## src/rtl/serial_fsm_sequencer_pkg.sv

```systemverilog
// Shared definitions for the serial sequence-detector controller.
package serial_fsm_sequencer_pkg;

    typedef enum logic [2:0] {
        ST_IDLE  = 3'd0,
        ST_LOAD  = 3'd1,
        ST_SHIFT = 3'd2,
        ST_DRAIN = 3'd3,
        ST_DONE  = 3'd4
    } state_t;

    // Width of the per-word cycle index; covers WIDTH shift cycles plus Y_LAT drain cycles.
    function automatic int unsigned idx_bits(input int unsigned width, input int unsigned y_lat);
        return $clog2(width + y_lat + 1);
    endfunction

endpackage

```

## src/rtl/serial_fsm_sequencer_if.sv

```systemverilog
// Producer-side handshake and result bus of the serial sequencer.
interface serial_fsm_sequencer_if #(
    parameter int unsigned WIDTH = 8,
    parameter int unsigned CNT_W = 4
);
    logic             start;
    logic [WIDTH-1:0] data_in;
    logic             busy;
    logic             done;
    logic [WIDTH-1:0] hit_map;
    logic [CNT_W-1:0] hit_count;

    modport master (
        output start, data_in,
        input  busy, done, hit_map, hit_count
    );

    modport slave (
        input  start, data_in,
        output busy, done, hit_map, hit_count
    );
endinterface

```

## src/rtl/serial_fsm_sequencer_shift_reg.sv

```systemverilog
// Load/shift-left register feeding the detector MSB-first.
module seq_shift_reg #(
    parameter int unsigned WIDTH = 8
) (
    input  logic             clk,
    input  logic             reset,
    input  logic             load,
    input  logic             shift,
    input  logic [WIDTH-1:0] data,
    output logic             msb
);
    logic [WIDTH-1:0] shreg;

    always_ff @(posedge clk) begin
        if (reset) begin
            shreg <= '0;
        end else if (load) begin
            shreg <= data;
        end else if (shift) begin
            shreg <= {shreg[WIDTH-2:0], 1'b0};
        end
    end

    assign msb = shreg[WIDTH-1];
endmodule

```

## src/rtl/serial_fsm_sequencer.sv

```systemverilog
// Drives a 1-bit sequence detector with a parallel word and collects its per-bit Y responses.
module serial_fsm_sequencer
    import serial_fsm_sequencer_pkg::*;
#(
    parameter int unsigned WIDTH = 8,
    parameter int unsigned CNT_W = 4,
    parameter int unsigned Y_LAT = 1
) (
    input  logic                   clk,
    input  logic                   reset,
    serial_fsm_sequencer_if.slave  host,
    output logic                   fsm_reset,
    output logic                   x_out,
    input  logic                   y_in
);
    localparam int unsigned IDX_W = idx_bits(WIDTH, Y_LAT);
    localparam logic [IDX_W-1:0] LAST_SHIFT = IDX_W'(WIDTH - 1);
    localparam logic [IDX_W-1:0] LAST_CYC   = IDX_W'(WIDTH + Y_LAT - 1);
    localparam logic [IDX_W-1:0] FIRST_SMP  = IDX_W'(Y_LAT);
    localparam logic [IDX_W-1:0] POS_BASE   = IDX_W'(WIDTH + Y_LAT - 1);
    localparam logic [CNT_W-1:0] CNT_MAX    = '1;

    state_t           state;
    state_t           state_next;
    logic             accept;
    logic [IDX_W-1:0] cyc;
    logic             sample;
    logic [WIDTH-1:0] bit_mask;
    logic [WIDTH-1:0] hit_map;
    logic [CNT_W-1:0] hit_count;
    logic             msb;

    always_ff @(posedge clk) begin
        if (reset) begin
            state <= ST_IDLE;
        end else begin
            state <= state_next;
        end
    end

    always_comb begin
        state_next = state;
        accept     = 1'b0;
        case (state)
            ST_IDLE: begin
                if (host.start) begin
                    accept     = 1'b1;
                    state_next = ST_LOAD;
                end
            end
            ST_LOAD:  state_next = ST_SHIFT;
            ST_SHIFT: begin
                if (cyc == LAST_SHIFT) begin
                    state_next = (Y_LAT == 0) ? ST_DONE : ST_DRAIN;
                end
            end
            ST_DRAIN: begin
                if (cyc == LAST_CYC) begin
                    state_next = ST_DONE;
                end
            end
            ST_DONE: begin
                if (host.start) begin
                    accept     = 1'b1;
                    state_next = ST_LOAD;
                end else begin
                    state_next = ST_IDLE;
                end
            end
            default: state_next = ST_IDLE;
        endcase
    end

    // cyc counts from the first SHIFT cycle; sample k lands at cyc = k + Y_LAT.
    always_comb begin
        sample   = 1'b0;
        bit_mask = '0;
        if ((state == ST_SHIFT || state == ST_DRAIN) && cyc >= FIRST_SMP) begin
            sample   = y_in;
            bit_mask = WIDTH'(1) << (POS_BASE - cyc);
        end
    end

    always_ff @(posedge clk) begin
        if (reset) begin
            cyc       <= '0;
            hit_map   <= '0;
            hit_count <= '0;
        end else begin
            if (accept) begin
                hit_map   <= '0;
                hit_count <= '0;
            end
            if (state == ST_LOAD) begin
                cyc <= '0;
            end else if (state == ST_SHIFT || state == ST_DRAIN) begin
                cyc <= cyc + IDX_W'(1);
            end
            if (sample) begin
                hit_map <= hit_map | bit_mask;
                if (hit_count != CNT_MAX) begin
                    hit_count <= hit_count + CNT_W'(1);
                end
            end
        end
    end

    seq_shift_reg #(.WIDTH(WIDTH)) u_shreg (
        .clk   (clk),
        .reset (reset),
        .load  (accept),
        .shift (state == ST_SHIFT),
        .data  (host.data_in),
        .msb   (msb)
    );

    assign fsm_reset      = (state == ST_LOAD);
    assign x_out          = (state == ST_SHIFT) && msb;
    assign host.busy      = (state == ST_LOAD) || (state == ST_SHIFT) || (state == ST_DRAIN);
    assign host.done      = (state == ST_DONE);
    assign host.hit_map   = hit_map;
    assign host.hit_count = hit_count;
endmodule

```

## src/flat_wrapper.sv

```systemverilog
// flat-port wrapper written by rule: the top's interface ports become plain ports
module serial_fsm_sequencer_flat import serial_fsm_sequencer_pkg::*;
#(
    parameter int unsigned WIDTH = 8,
    parameter int unsigned CNT_W = 4,
    parameter int unsigned Y_LAT = 1
)
  (clk, reset, fsm_reset, x_out, y_in, host_start, host_data_in, host_busy, host_done, host_hit_map, host_hit_count);
  serial_fsm_sequencer_if #(.WIDTH(WIDTH), .CNT_W(CNT_W)) host_i ();
  input  logic clk;
  input  logic reset;
  output logic fsm_reset;
  output logic x_out;
  input  logic y_in;
  input wire logic [$bits(host_i.start)-1:0] host_start;
  input wire logic [$bits(host_i.data_in)-1:0] host_data_in;
  output wire logic [$bits(host_i.busy)-1:0] host_busy;
  output wire logic [$bits(host_i.done)-1:0] host_done;
  output wire logic [$bits(host_i.hit_map)-1:0] host_hit_map;
  output wire logic [$bits(host_i.hit_count)-1:0] host_hit_count;
  assign host_i.start = host_start;
  assign host_i.data_in = host_data_in;
  assign host_busy = host_i.busy;
  assign host_done = host_i.done;
  assign host_hit_map = host_i.hit_map;
  assign host_hit_count = host_i.hit_count;
  serial_fsm_sequencer #(.WIDTH(WIDTH), .CNT_W(CNT_W), .Y_LAT(Y_LAT)) u_core (.clk(clk), .reset(reset), .host(host_i), .fsm_reset(fsm_reset), .x_out(x_out), .y_in(y_in));
endmodule
```

## config.mk

```make
export PLATFORM = sky130hd
export DESIGN_NAME = serial_fsm_sequencer_flat
export DESIGN_NICKNAME = d
export VERILOG_FILES = /design/src/rtl/serial_fsm_sequencer_pkg.sv /design/src/rtl/serial_fsm_sequencer_if.sv /design/src/rtl/serial_fsm_sequencer_shift_reg.sv /design/src/rtl/serial_fsm_sequencer.sv /design/src/flat_wrapper.sv
export SDC_FILE = /design/constraint.sdc
export NUM_CORES = 1
export LEC_CHECK = 0
export CORE_MARGIN = 2
export CORE_UTILIZATION = 66
export DETAILED_ROUTE_END_ITERATION = 16
export DONT_BUFFER_PORTS = 1
export GPL_TIMING_DRIVEN = 1
export PLACE_DENSITY = 0.82
export SETUP_SLACK_MARGIN = 0.4
export SYNTH_ARGS = -nofsm -noshare
export SYNTH_HDL_FRONTEND = slang
export SYNTH_SLANG_ARGS = --single-unit
```

## constraint.sdc

```tcl
create_clock -name clk -period 4.4 [get_ports clk]
set_clock_uncertainty 0.2 [all_clocks]
set_input_delay 0.88 -clock clk [delete_from_list [all_inputs] [get_ports clk]]
set_output_delay 0.88 -clock clk [all_outputs]
set_load 0.01 [all_outputs]
```

# --- After elaboration in Yosys (flattened, before gate mapping) ---
# Cells that the tools add are included.
totals:
  ram_bits: 0
  memories: 0
  word_cells: 48
  out_inout_bits: 16
  register_bits: 27
  latchBits: 0
  mem_bits_ro: 0
op_classes:
  n_mux: 16
  add_sub_neg: 3
  n_reduce_logical: 11
  magnitude_cmp: 1
  bitwise: 1
  multipliers: 0
  n_eq_ne: 10
  shifts: 1
  div_mod_pow: 0
ops:
  columns: ["operator", "n"]
  rows:
  - ["two-way mux 8 bit", 5]
  - ["one-hot mux 3 bit (5 select lines)", 1]
  - ["two-way mux 4 bit", 3]
  - ["two-way mux 3 bit", 3]
  - ["adder 4 x 1 -> 4 bit (second input constant)", 2]
  - ["OR 8 bit", 1]
  - ["<< shifter 1 x 4 -> 8 bit (first input constant)", 1]
  - ["== test 3 x 2 -> 1 bit (second input constant)", 2]
  - ["== test 4 x 3 -> 1 bit (second input constant)", 1]
  - ["== test 4 bit (second input constant)", 1]
  - [">= comparator 4 x 1 -> 1 bit (second input constant)", 1]
  - ["two-way mux 1 bit", 4]
  - ["inequality test 2 x 1 -> 1 bit (second input constant)", 2]
  - ["inequality test 4 bit (second input constant)", 1]
  - ["nonzero test 2 bit", 2]
  - ["OR reduction 2 bit", 2]
  - ["subtractor 4 bit (first input constant)", 1]
  - ["== test 3 x 1 -> 1 bit (second input constant)", 1]
  - ["== test 3 bit (second input constant)", 1]
  - ["zero test 3 bit", 1]
  - ["logical OR 1 bit", 3]
  - ["AND reduction 3 bit", 1]
  - ["logical AND 1 bit", 2]
  - ["inequality test 2 bit (second input constant)", 1]

# --- Longest topological paths before layout ---
# Gate-level depths: netlist (run 1).
logic_depth:
  word_depth: 6
  mapped_depth: 6
  ltp_nobuf: 6

# --- Hierarchy ---
# Synthesis (run 1) repeated with hierarchy kept, for this count alone.
hier_totals:
  cells_unflattened: 142
  hier_area_um2: 1452.6
modules_own_cells:
  columns: ["module", "instances", "area_per_inst_um2", "cells_each", "seq_area_each_um2"]
  rows:
  - ["serial_fsm_sequencer", 1, 1083.5, 107, 380.4]
  - ["seq_shift_reg", 1, 369.1, 35, 160.2]

# --- Worst setup path after synthesis (run 1) ---
# No wires, ideal clock.
synth_timing:
  path_type: "input port to flip-flop"
  from: "input port host_start"
  to: "register u_core.hit_count[0], in the netlist u_core.host.hit_count[0]"
  cell_stages: 4
  arrival_time_ns: 1.946
  required_time_ns: 4.135
  path_slack_ns: 2.189
  path_buffers: 0
  path_cell_list: "or3b_4 -> a221oi_4 -> mux2_1 -> nor2_1"
synth_via:
  elab_chain_len: 5
synth_rtl:
  columns: ["item", "line", "rtl"]
  rows:
  - ["start: declaration", "flat_wrapper.sv:15", "input wire logic [$bits(host_i.start)-1:0] host_start;"]
  - ["two-way mux 1 bit *", "serial_fsm_sequencer.sv:46, serial_fsm_sequencer.sv:63", null]
  - ["two-way mux 1 bit *", null, null]
  - ["two-way mux 4 bit *", "serial_fsm_sequencer.sv:90", "if (accept) begin"]
  - ["two-way mux 4 bit", "serial_fsm_sequencer.sv:101", "if (hit_count != CNT_MAX) begin"]
  - ["two-way mux 4 bit *", "serial_fsm_sequencer.sv:99", "if (sample) begin"]
  - ["end signal: assignment", "serial_fsm_sequencer.sv:102", "hit_count <= hit_count + CNT_W'(1);"]
  - ["end: declaration", "serial_fsm_sequencer.sv:30", "logic [CNT_W-1:0] hit_count;"]
# Every way passes the cells marked *; elsewhere a longest branch is shown, timed or not.
# A chain may end at the register's enable or synchronous reset.

# --- Worst setup path in the final report (run 1) ---
layout_timing:
  from: "register u_core.state[1]"
  to: "output port x_out"
layout_via:
  elab_chain_len: 2
layout_rtl:
  columns: ["item", "line", "rtl"]
  rows:
  - ["start: declaration", "serial_fsm_sequencer.sv:23", "state_t state;"]
  - ["start signal: assignment", "serial_fsm_sequencer.sv:37", "state <= state_next;"]
  - ["== test 3 x 2 -> 1 bit", "serial_fsm_sequencer.sv:118", "assign x_out = (state == ST_SHIFT) && msb;"]
  - ["logical AND 1 bit", "serial_fsm_sequencer.sv:118", null]
  - ["end: declaration", "flat_wrapper.sv:13", "output logic x_out;"]
# Every way passes these cells.

==> results of run 1 <==
-- critical path, cell delays in order, from the launching register on --
cell and delay (ns):
sky130_fd_sc_hd__dfxtp_1 0.52, sky130_fd_sc_hd__nor3b_1 0.22, sky130_fd_sc_hd__buf_4 0.21, sky130_fd_sc_hd__and2_1 0.19
-- where the power goes --
group	internal, mW	total [mW]	switching (mW)
registers	0.257	0.270	0.0128
logic	0.0317	0.0770	0.0453
clock network	0.0355	0.105	0.0695
-- registers in the layout, summed over array words and instances (netlist names) --
signal / cells
u_core.cyc: 4
u_core.host.hit_map: 8
u_core.host.hit_count: 4
u_core.u_shreg.shreg: 8
u_core.state: 3
-- synth_stat cells (3+ instances only) --
cell type	number	share of area, %
sky130_fd_sc_hd__ha_1	7	6.4
sky130_fd_sc_hd__dfxtp_1	27	39
sky130_fd_sc_hd__a21oi_1	8	2.9
sky130_fd_sc_hd__nand2_1	6	1.6
sky130_fd_sc_hd__nor2b_1	3	1.4
sky130_fd_sc_hd__mux2i_1	8	5.8
sky130_fd_sc_hd__nor3b_1	5	2.7
sky130_fd_sc_hd__mux2_1	3	2.5
sky130_fd_sc_hd__buf_2	3	1.1
sky130_fd_sc_hd__a211oi_1	10	5.5
sky130_fd_sc_hd__nand3_1	5	1.8
sky130_fd_sc_hd__a22oi_1	7	3.8
sky130_fd_sc_hd__inv_1	5	1.4
sky130_fd_sc_hd__and3_1	3	1.4
sky130_fd_sc_hd__nor2_1	26	7.1
-- kinds of logic after synthesis --
family,after synthesis,synth area share [%]
multiplexers,13,9.92
flip-flops,27,39.3
buffers and inverters,12,4.64
adder cells (fa/ha/maj),7,6.37
AND/OR/NAND/NOR,60,22.4
AO/OA/AOI/OAI,32,17.4
-- how the worst min path moves through the flow --
| stage | start | to | slack [ns] |
|---|---|---|---|
| 6_report | u_core.u_shreg.shreg[5] | u_core.u_shreg.shreg[5] | 0.27 |
| 5_1_grt | u_core.u_shreg.shreg[5] | u_core.u_shreg.shreg[5] | 0.30 |
| 4_1_cts | u_core.u_shreg.shreg[5] | u_core.u_shreg.shreg[5] | 0.28 |
| 3_5_place_dp | u_core.u_shreg.shreg[5] | u_core.u_shreg.shreg[5] | 0.26 |
| 3_3_place_gp | u_core.u_shreg.shreg[5] | u_core.u_shreg.shreg[5] | 0.24 |
| 2_1_floorplan | u_core.u_shreg.shreg[5] | u_core.u_shreg.shreg[5] | 0.24 |
-- through the flow --
step | area [µm²] | power, mW
floorplan | 1380 | 0.344
global placement | 1370 | 0.349
detailed placement | 1370 | 0.353
CTS | 1400 | 0.456
global route | 1400 | 0.473
finish | 1400 | 0.452
-- area by class of cell --
cell class                      instances  share of cell area [%]
Sequential cell                        27                    38.7
Timing Repair Buffer                    1                   0.537
Multi-Input combinational cell        112                    55.1
Inverter                                5                    1.34
Tap cell                               27                    2.42
Clock buffer                            4                    1.88
-- metal layers --
layer  vias up  GRT usage, %
met4         0          6.94
met5         -             0
met1       508          24.4
met2        37          40.4
li1        534             -
met3         4          3.94
==> flow_metrics.env, run 1 <==
export IMPL_status="finished, final reports clean"
export IMPL_rrSetupSlack_ns=2.11
export IMPL_critical_path_required_ns=3.32
export IMPL_clkSlewWorstSetupHoldPaths_ns=0.14
export IMPL_holdBufCountCts=0
export IMPL_die_w_um=49.6
export IMPL_synth_yosys_seq_area_share_pct=39.3
export IMPL_final_net_count=169
export IMPL_layout_commonest_cell="sky130_fd_sc_hd__dfxtp_1"
export IMPL_final_setup_viol_count=0
export IMPL_tritoncts="built"
export IMPL_antennaDiodeCount=0
export IMPL_multiInputGateArea_um2=771
export IMPL_setup_slack_ns=1.86
export IMPL_wl_met1_mm=1.08
export IMPL_floorplan_die_area_um2=2460
export IMPL_worstHoldPathType="flip-flop to flip-flop"
export IMPL_crit_path_end="x_out"
export IMPL_vdd_ir_drop_worst_mv=0.232
export IMPL_achievable_frequency_ghz=0.393
export IMPL_synthesis_nets=170
export IMPL_regToRegEndpoint="u_core.host.hit_count[3]"
export IMPL_fill_cells=169
export IMPL_cts_setup_buffers=0
export IMPL_grt_antenna_before_repair=0
export IMPL_sequential_cell_area_um2=541
export IMPL_netlist_instances=151
export IMPL_antenna_left=0
export IMPL_netlist_area_um2=1380
export IMPL_largest_net_degree_at_the_start_of_global_routing=24
export IMPL_synth_distinct_cells=34
export IMPL_topRoutingLayerUsed="met4"
export IMPL_placementRows=16
export IMPL_totalWireLength_mm=2.56
export IMPL_first_iter_violations=17
export IMPL_avgRoutedWirePerCell_um=14.5
export IMPL_vias_per_cell=6.15
export IMPL_dp_cells=172
export IMPL_areaGrowthSynthToFinish_pct=1.64
export IMPL_total_leakage_power_nw=0.516
export IMPL_wl_met2_mm=1.30
export IMPL_route_met3_wl_um=141
export IMPL_clock_insertion_delay_worst_skew_ns=0.32
export IMPL_cts_root_to_sink_buffers=2
export IMPL_mostFrequentLayoutCells="sky130_fd_sc_hd__dfxtp_1 (27), sky130_fd_sc_hd__nor2_1 (26), sky130_fd_sc_hd__a211oi_1 (10)"
export IMPL_tightest_pin_transition_ns=0.486
export IMPL_clk_root_buffer_cell="sky130_fd_sc_hd__clkbuf_4"
export IMPL_crit_path_max_fanout=10
export IMPL_die_height_um=49.6
export IMPL_cts_max_level=1
export IMPL_tns_ns=0
export IMPL_number_of_slew_limit_violations_in_the_final_report=0
export IMPL_route_detailed_drc=0
export IMPL_global_route_usage_total_pct=21.6
export IMPL_hold_depth=2
export IMPL_final_core_utilization_pct=71.2
export IMPL_numCtsBuffers=3
export IMPL_drive_above_1_share_pct=7.38
export IMPL_first_global_vias=1021
export IMPL_port_buffers=0
export IMPL_synthFlopType="sky130_fd_sc_hd__dfxtp_1"
export IMPL_gp_routability_congestion=0.849
export IMPL_reg2reg_depth=6
export IMPL_max_cap_violations=0
export IMPL_syn_mean_instance_area_um2=9.11
export IMPL_min_period_ns=2.54
export IMPL_yosys_warnings=0
export IMPL_p_per_area_nw_per_um2=323
export IMPL_initial_core_util_pct=70.1
export IMPL_grt_first_pass_wirelength_mm=4.19
export IMPL_post_cts_resize_count=0
export IMPL_cp_data_arrival_time_ns=1.46
export IMPL_whs_ns=0.270
export IMPL_route_vias_total=1083
export IMPL_asyncSetResetFlopFracSynth_pct=0
export IMPL_synth_edff_count=0
export IMPL_firstDrtPassIters=4
export IMPL_rsz0062_at_grt="no"
export IMPL_clock_sinks=27
export IMPL_relSlewSlack_pct=67.6
export IMPL_min_period_over_period_pct=57.8
export IMPL_globalRouteOverflowTotal=0
export IMPL_critPathCaptureType="output port"
export IMPL_timing_setup_critical_path_class="flip-flop to output port"
export IMPL_timing_rr_start="u_core.cyc[0]"
export IMPL_place_detailed_hpwl_mm=1.91
export IMPL_post_layout_nonfiller_instances=176
export IMPL_num_io_pins=28
export IMPL_placeableCoreArea_um2=1960
export IMPL_finalHoldViolations=0
export IMPL_postSynthRegisterBits=27
export IMPL_dp_worst_setup_slack_ns=2.00
export IMPL_startpoint="u_core.state[1]"
export IMPL_setup_worst_path_start_class="flip-flop"
Power figures use the tool's default switching activity.
==> run 2: changes to the inputs <==
--- a/config.mk
+++ b/config.mk
@@ -6,11 +6,11 @@
 export NUM_CORES = 1
 export LEC_CHECK = 0
 export CORE_MARGIN = 2
-export CORE_UTILIZATION = 66
+export CORE_UTILIZATION = 61
 export DETAILED_ROUTE_END_ITERATION = 16
 export DONT_BUFFER_PORTS = 1
 export GPL_TIMING_DRIVEN = 1
-export PLACE_DENSITY = 0.82
+export PLACE_DENSITY = 0.77
 export SETUP_SLACK_MARGIN = 0.4
 export SYNTH_ARGS = -nofsm -noshare
 export SYNTH_HDL_FRONTEND = slang
==> constraint.sdc (replaced) <==
create_clock -name clk -period 2.57 [get_ports clk]
set_clock_uncertainty 0.2 [all_clocks]
set_input_delay 0.514 -clock clk [delete_from_list [all_inputs] [get_ports clk]]
set_output_delay 0.514 -clock clk [all_outputs]
set_load 0.01 [all_outputs]
==> run 2 against run 1 <==
Net effect:
- sequential cell count did not move
- combinational power is 74% higher
- critical path depth unchanged
- count of clock-buffer cells in the layout shrank 1
- global-route usage is 0.67 points higher
- largest power group unchanged
- routed wire length up 5.2%
- core utilization fell by 6.1 points
- clock power increased by 76%
==> flow_metrics.env, run 2 (synthesized netlist as in run 1, its figures left out) <==
export IMPL_status="finished, final reports clean"
export IMPL_place_detailed_hpwl_mm=1.99
export IMPL_clock_sinks=27
export IMPL_totalWireLength_mm=2.69
export IMPL_relSlewSlack_pct=65.6
export IMPL_min_period_ns=2.06
export IMPL_timing_setup_critical_path_class="flip-flop to output port"
export IMPL_tightest_pin_transition_ns=0.514
export IMPL_total_leakage_power_nw=0.516
export IMPL_numCtsBuffers=3
export IMPL_worst_hold_startpoint="reset"
export IMPL_cts_max_level=1
export IMPL_port_buffers=0
export IMPL_tritoncts="built"
export IMPL_antenna_left=0
export IMPL_areaGrowthSynthToFinish_pct=2.73
export IMPL_holdBufCountCts=0
export IMPL_global_route_usage_total_pct=22.3
export IMPL_critPathCaptureType="output port"
export IMPL_max_cap_violations=0
export IMPL_first_global_vias=1040
export IMPL_finalHoldViolations=0
export IMPL_num_io_pins=28
export IMPL_drive_above_1_share_pct=10.7
export IMPL_final_net_count=169
export IMPL_avgRoutedWirePerCell_um=15.2
export IMPL_largest_net_degree_at_the_start_of_global_routing=24
export IMPL_vdd_ir_drop_worst_mv=0.312
export IMPL_clkSlewWorstSetupHoldPaths_ns=0.15
export IMPL_initial_core_util_pct=63.4
export IMPL_globalRouteOverflowTotal=0
export IMPL_placeableCoreArea_um2=2170
export IMPL_number_of_slew_limit_violations_in_the_final_report=0
export IMPL_startpoint="u_core.state[2]"
export IMPL_first_iter_violations=13
export IMPL_vias_per_cell=6.11
export IMPL_cp_data_arrival_time_ns=1.35
export IMPL_route_vias_total=1081
export IMPL_clk_root_buffer_cell="sky130_fd_sc_hd__clkbuf_4"
export IMPL_die_w_um=51.5
export IMPL_floorplan_die_area_um2=2650
export IMPL_firstDrtPassIters=4
export IMPL_die_height_um=51.5
export IMPL_antennaDiodeCount=0
export IMPL_cts_root_to_sink_buffers=2
export IMPL_largest_registers="u_core.host.hit_map x8, u_core.u_shreg.shreg x8"
export IMPL_clock_insertion_delay_worst_skew_ns=0.32
export IMPL_critical_path_required_ns=1.86
export IMPL_crit_path_max_fanout=10
export IMPL_grt_first_pass_wirelength_mm=4.48
export IMPL_worstHoldPathType="primary input to flip-flop"
export IMPL_final_setup_viol_count=0
export IMPL_mostFrequentLayoutCells="sky130_fd_sc_hd__nor2_1 (26), sky130_fd_sc_hd__dfxtp_1 (24), sky130_fd_sc_hd__a211oi_1 (10)"
export IMPL_setup_worst_path_start_class="flip-flop"
export IMPL_route_detailed_drc=0
export IMPL_achievable_frequency_ghz=0.485
export IMPL_grt_antenna_before_repair=0
export IMPL_min_period_over_period_pct=80.3
export IMPL_power_mw=0.782
export IMPL_timing_rr_start="u_core.cyc[0]"
export IMPL_p_per_area_nw_per_um2=554
export IMPL_placementRows=17
export IMPL_gp_routability_congestion=0.814
export IMPL_rsz0062_at_grt="no"
export IMPL_layout_commonest_cell="sky130_fd_sc_hd__nor2_1"
export IMPL_tns_ns=0
export IMPL_final_core_utilization_pct=65.1
## run 2: changes by cell type in the layout (fill, tap and decap cells not counted), sizes merged
cell      previous run  this run
clkinvlp             0         1
clkbuf               4         3
## run 2: power breakdown
group	total (mW)	switching, mW	internal (mW)
Sequential	0.463	0.0215	0.442
Combinational	0.134	0.0797	0.0547
Clock	0.185	0.125	0.0593
Total	0.782	0.227	0.556
## run 2: layer usage
layer	vias to the layer above	global-route usage, %	part of all wire [%]	wire length [µm]
met1	523	26.2	44	1190
met2	17	41.2	52	1400
met5	-	0	0	0
met3	2	4.39	3.2	85
li1	539	-	-	-
met4	0	5.26	0.52	14
## run 2: cell type report
type,count,area (µm²)
fillers,199,757
inverters,5,18.8
repair buffers,1,7.51
well taps,28,35.0
clock buffers,3,22.5
multi-input cells,112,774
flip-flops and latches,27,547
clock inverters,1,7.51
## run 2: timing repair
| action | in CTS | in global routing |
|---|---|---|
| setup endpoints to repair | 2 | 4 |
| buffers inserted | 0 | 0 |
| resized for setup | 2 | 3 |
| gates cloned | 0 | 0 |
## run 2: worst paths after layout
kind                              endpoint  slack [ns]  depth (start not counted)
hold / removal               u_core.cyc[1]        0.04                          1
setup / recovery                     x_out        0.51                          3
hold reg to reg    u_core.u_shreg.shreg[5]        0.26                          2
setup reg to reg  u_core.host.hit_count[3]        0.56                          6
## run 2: metrics by stage
step | instance area [µm²] | hold slack, ns | setup slack, ns | instances
final | 1410 | 0.0374 | 0.507 | 177
after global routing | 1410 | 0.00915 | 0.413 | 177
after CTS | 1410 | 0.0310 | 0.428 | 177
after detailed placement | 1370 | 0.244 | 0.368 | 173
after global placement | 1370 | 0.242 | 0.521 | 173
after floorplan | 1380 | 0.236 | 0.614 | 151
## run 2: critical path, cell delays in order (launching register included)
cell and delay [ns]:
sky130_fd_sc_hd__dfxtp_1 0.40, sky130_fd_sc_hd__nor3b_1 0.22, sky130_fd_sc_hd__buf_4 0.22, sky130_fd_sc_hd__and2_1 0.19
==> run 3: changes to the inputs <==
==> constraint.sdc (replaced) <==
create_clock -name clk -period 2.2 [get_ports clk]
set_clock_uncertainty 0.2 [all_clocks]
set_input_delay 0.44 -clock clk [delete_from_list [all_inputs] [get_ports clk]]
set_output_delay 0.44 -clock clk [all_outputs]
set_load 0.01 [all_outputs]
==> run 3 against run 2 <==
Net effect:
- via count up 8.0%
- first-iteration DRC count rose to 2.5 times the previous value
- die area unchanged
- largest power group unchanged
- power up 23%
- largest cell class unchanged
- final cell count up 4.5%
- critical endpoint is now u_core.host.hit_count[1]
- non-clock buffer count up 8
- combinational power up 60%
- clock power up 17%
==> flow_metrics.env, run 3 (synthesized netlist as in run 1, its figures left out) <==
export IMPL_status="finished, final reports clean"
export IMPL_antenna_left=0
export IMPL_crit_buf_inv=1
export IMPL_p_per_area_nw_per_um2=617
export IMPL_first_global_vias=1128
export IMPL_cp_data_arrival_time_ns=1.80
export IMPL_drive_above_1_share_pct=24.8
export IMPL_route_detailed_drc=0
export IMPL_max_cap_violations=0
export IMPL_avgRoutedWirePerCell_um=16.6
export IMPL_grt_first_pass_wirelength_mm=4.86
export IMPL_clkSlewWorstSetupHoldPaths_ns=0.15
export IMPL_vias_per_cell=6.31
export IMPL_global_route_usage_total_pct=24.6
export IMPL_antennaDiodeCount=0
export IMPL_timing_setup_critical_path_class="flip-flop to flip-flop"
export IMPL_clock_insertion_delay_worst_skew_ns=0.32
export IMPL_cts_max_level=1
export IMPL_num_io_pins=28
export IMPL_clock_sinks=27
export IMPL_largest_registers="u_core.host.hit_map x8, u_core.u_shreg.shreg x8"
export IMPL_min_period_over_period_pct=82.4
export IMPL_fill_cells=182
export IMPL_final_core_utilization_pct=72.1
export IMPL_largest_net_degree_at_the_start_of_global_routing=23
export IMPL_numCtsBuffers=3
export IMPL_placementRows=17
export IMPL_number_of_slew_limit_violations_in_the_final_report=0
export IMPL_mostFrequentLayoutCells="sky130_fd_sc_hd__nor2_1 (25), sky130_fd_sc_hd__dfxtp_1 (20), sky130_fd_sc_hd__a211oi_1 (10)"
export IMPL_tns_ns=0
export IMPL_place_detailed_hpwl_mm=2.03
export IMPL_placeableCoreArea_um2=2170
export IMPL_crit_chain="or3b_4 -> a221oi_4 -> buf_4 -> mux2i_1 -> nor2_1"
export IMPL_gp_routability_congestion=0.808
export IMPL_critical_path_required_ns=2.19
export IMPL_die_w_um=51.5
export IMPL_globalRouteOverflowTotal=0
export IMPL_setup_worst_path_start_class="flip-flop"
export IMPL_rrSetupSlack_ns=0.39
export IMPL_firstDrtPassIters=4
export IMPL_cts_root_to_sink_buffers=2
export IMPL_clk_root_buffer_cell="sky130_fd_sc_hd__clkbuf_4"
export IMPL_finalHoldViolations=0
export IMPL_relSlewSlack_pct=42.6
export IMPL_worstHoldPathType="primary input to flip-flop"
export IMPL_critPathSlowestCell="sky130_fd_sc_hd__or3b_4"
export IMPL_crit_family="simple AND/OR/NAND/NOR gates"
export IMPL_tightest_pin_transition_ns=0.858
export IMPL_total_leakage_power_nw=0.585
export IMPL_layout_commonest_cell="sky130_fd_sc_hd__nor2_1"
export IMPL_route_vias_total=1167
export IMPL_port_buffers=0
export IMPL_floorplan_die_area_um2=2650
export IMPL_worst_path_largest_cell_delay_ns=0.42
export IMPL_critPathCaptureType="flip-flop"
export IMPL_totalWireLength_mm=3.07
export IMPL_achievable_frequency_ghz=0.552
export IMPL_final_setup_viol_count=0
export IMPL_rsz0062_at_grt="yes"
export IMPL_vdd_ir_drop_worst_mv=0.386
export IMPL_first_iter_violations=33
export IMPL_tritoncts="built"
export IMPL_grt_antenna_before_repair=0
export IMPL_initial_core_util_pct=63.4
export IMPL_die_height_um=51.5
export IMPL_min_period_ns=1.81
export IMPL_final_net_count=177
export IMPL_areaGrowthSynthToFinish_pct=13.8
export IMPL_crit_path_max_fanout=6
## run 3: worst paths after layout
check | start | to | depth (start not counted)
setup / recovery | u_core.state[1] | u_core.host.hit_count[1] | 5
hold / removal | y_in | u_core.host.hit_map[5] | 2
setup reg to reg | u_core.state[1] | u_core.host.hit_count[1] | 5
hold reg to reg | u_core.u_shreg.shreg[5] | u_core.u_shreg.shreg[5] | 2
## run 3: through the flow
stage / area, µm² / std cells / worst slack (ns) / power (mW) / hold WS, ns
after detailed placement: 1390 / 174 / 0.279 / 0.716 / 0.245
after global placement: 1390 / 174 / 0.372 / 0.706 / 0.243
after floorplan: 1390 / 151 / 0.405 / 0.692 / 0.236
final: 1570 / 185 / 0.387 / 0.965 / 0.0536
after CTS: 1490 / 184 / 0.359 / 0.946 / 0.0552
after global routing: 1570 / 185 / 0.352 / 1.02 / 0.0621
## run 3: area by class of cell
class / count / area [µm²] / area share [%]
repair buffers: 9 / 73.8 / 4.72
inverters: 5 / 21.3 / 1.36
flip-flops and latches: 27 / 562 / 35.9
clock buffers: 4 / 26.3 / 1.68
well taps: 28 / 35.0 / 2.24
multi-input cells: 112 / 847 / 54.1
## run 3: timing repair
item | in CTS | in global routing
hold endpoints to repair | 22 | 0
hold buffers | 1 | 0
pin swaps | 2 | 3
endpoints found under the setup margin | 6 | 8
buffers inserted | 5 | 1
gates resized for setup | 12 | 16
## run 3: routing by layer
| metal | routed length (µm) | vias to the layer above | GRT usage [%] |
|---|---|---|---|
| met1 | 1250 | 561 | 28.3 |
| met3 | 135 | 10 | 3.80 |
| met5 | 0 | - | 0 |
| met2 | 1610 | 39 | 42.9 |
| met4 | 74 | 0 | 13.6 |
| li1 | - | 557 | - |
## run 3: report_power, final
| group | switching, mW | total, mW | internal (mW) |
|---|---|---|---|
| Combinational | 0.121 | 0.214 | 0.0930 |
| Sequential | 0.0204 | 0.535 | 0.515 |
| Clock | 0.146 | 0.217 | 0.0709 |
| Total | 0.287 | 0.965 | 0.679 |
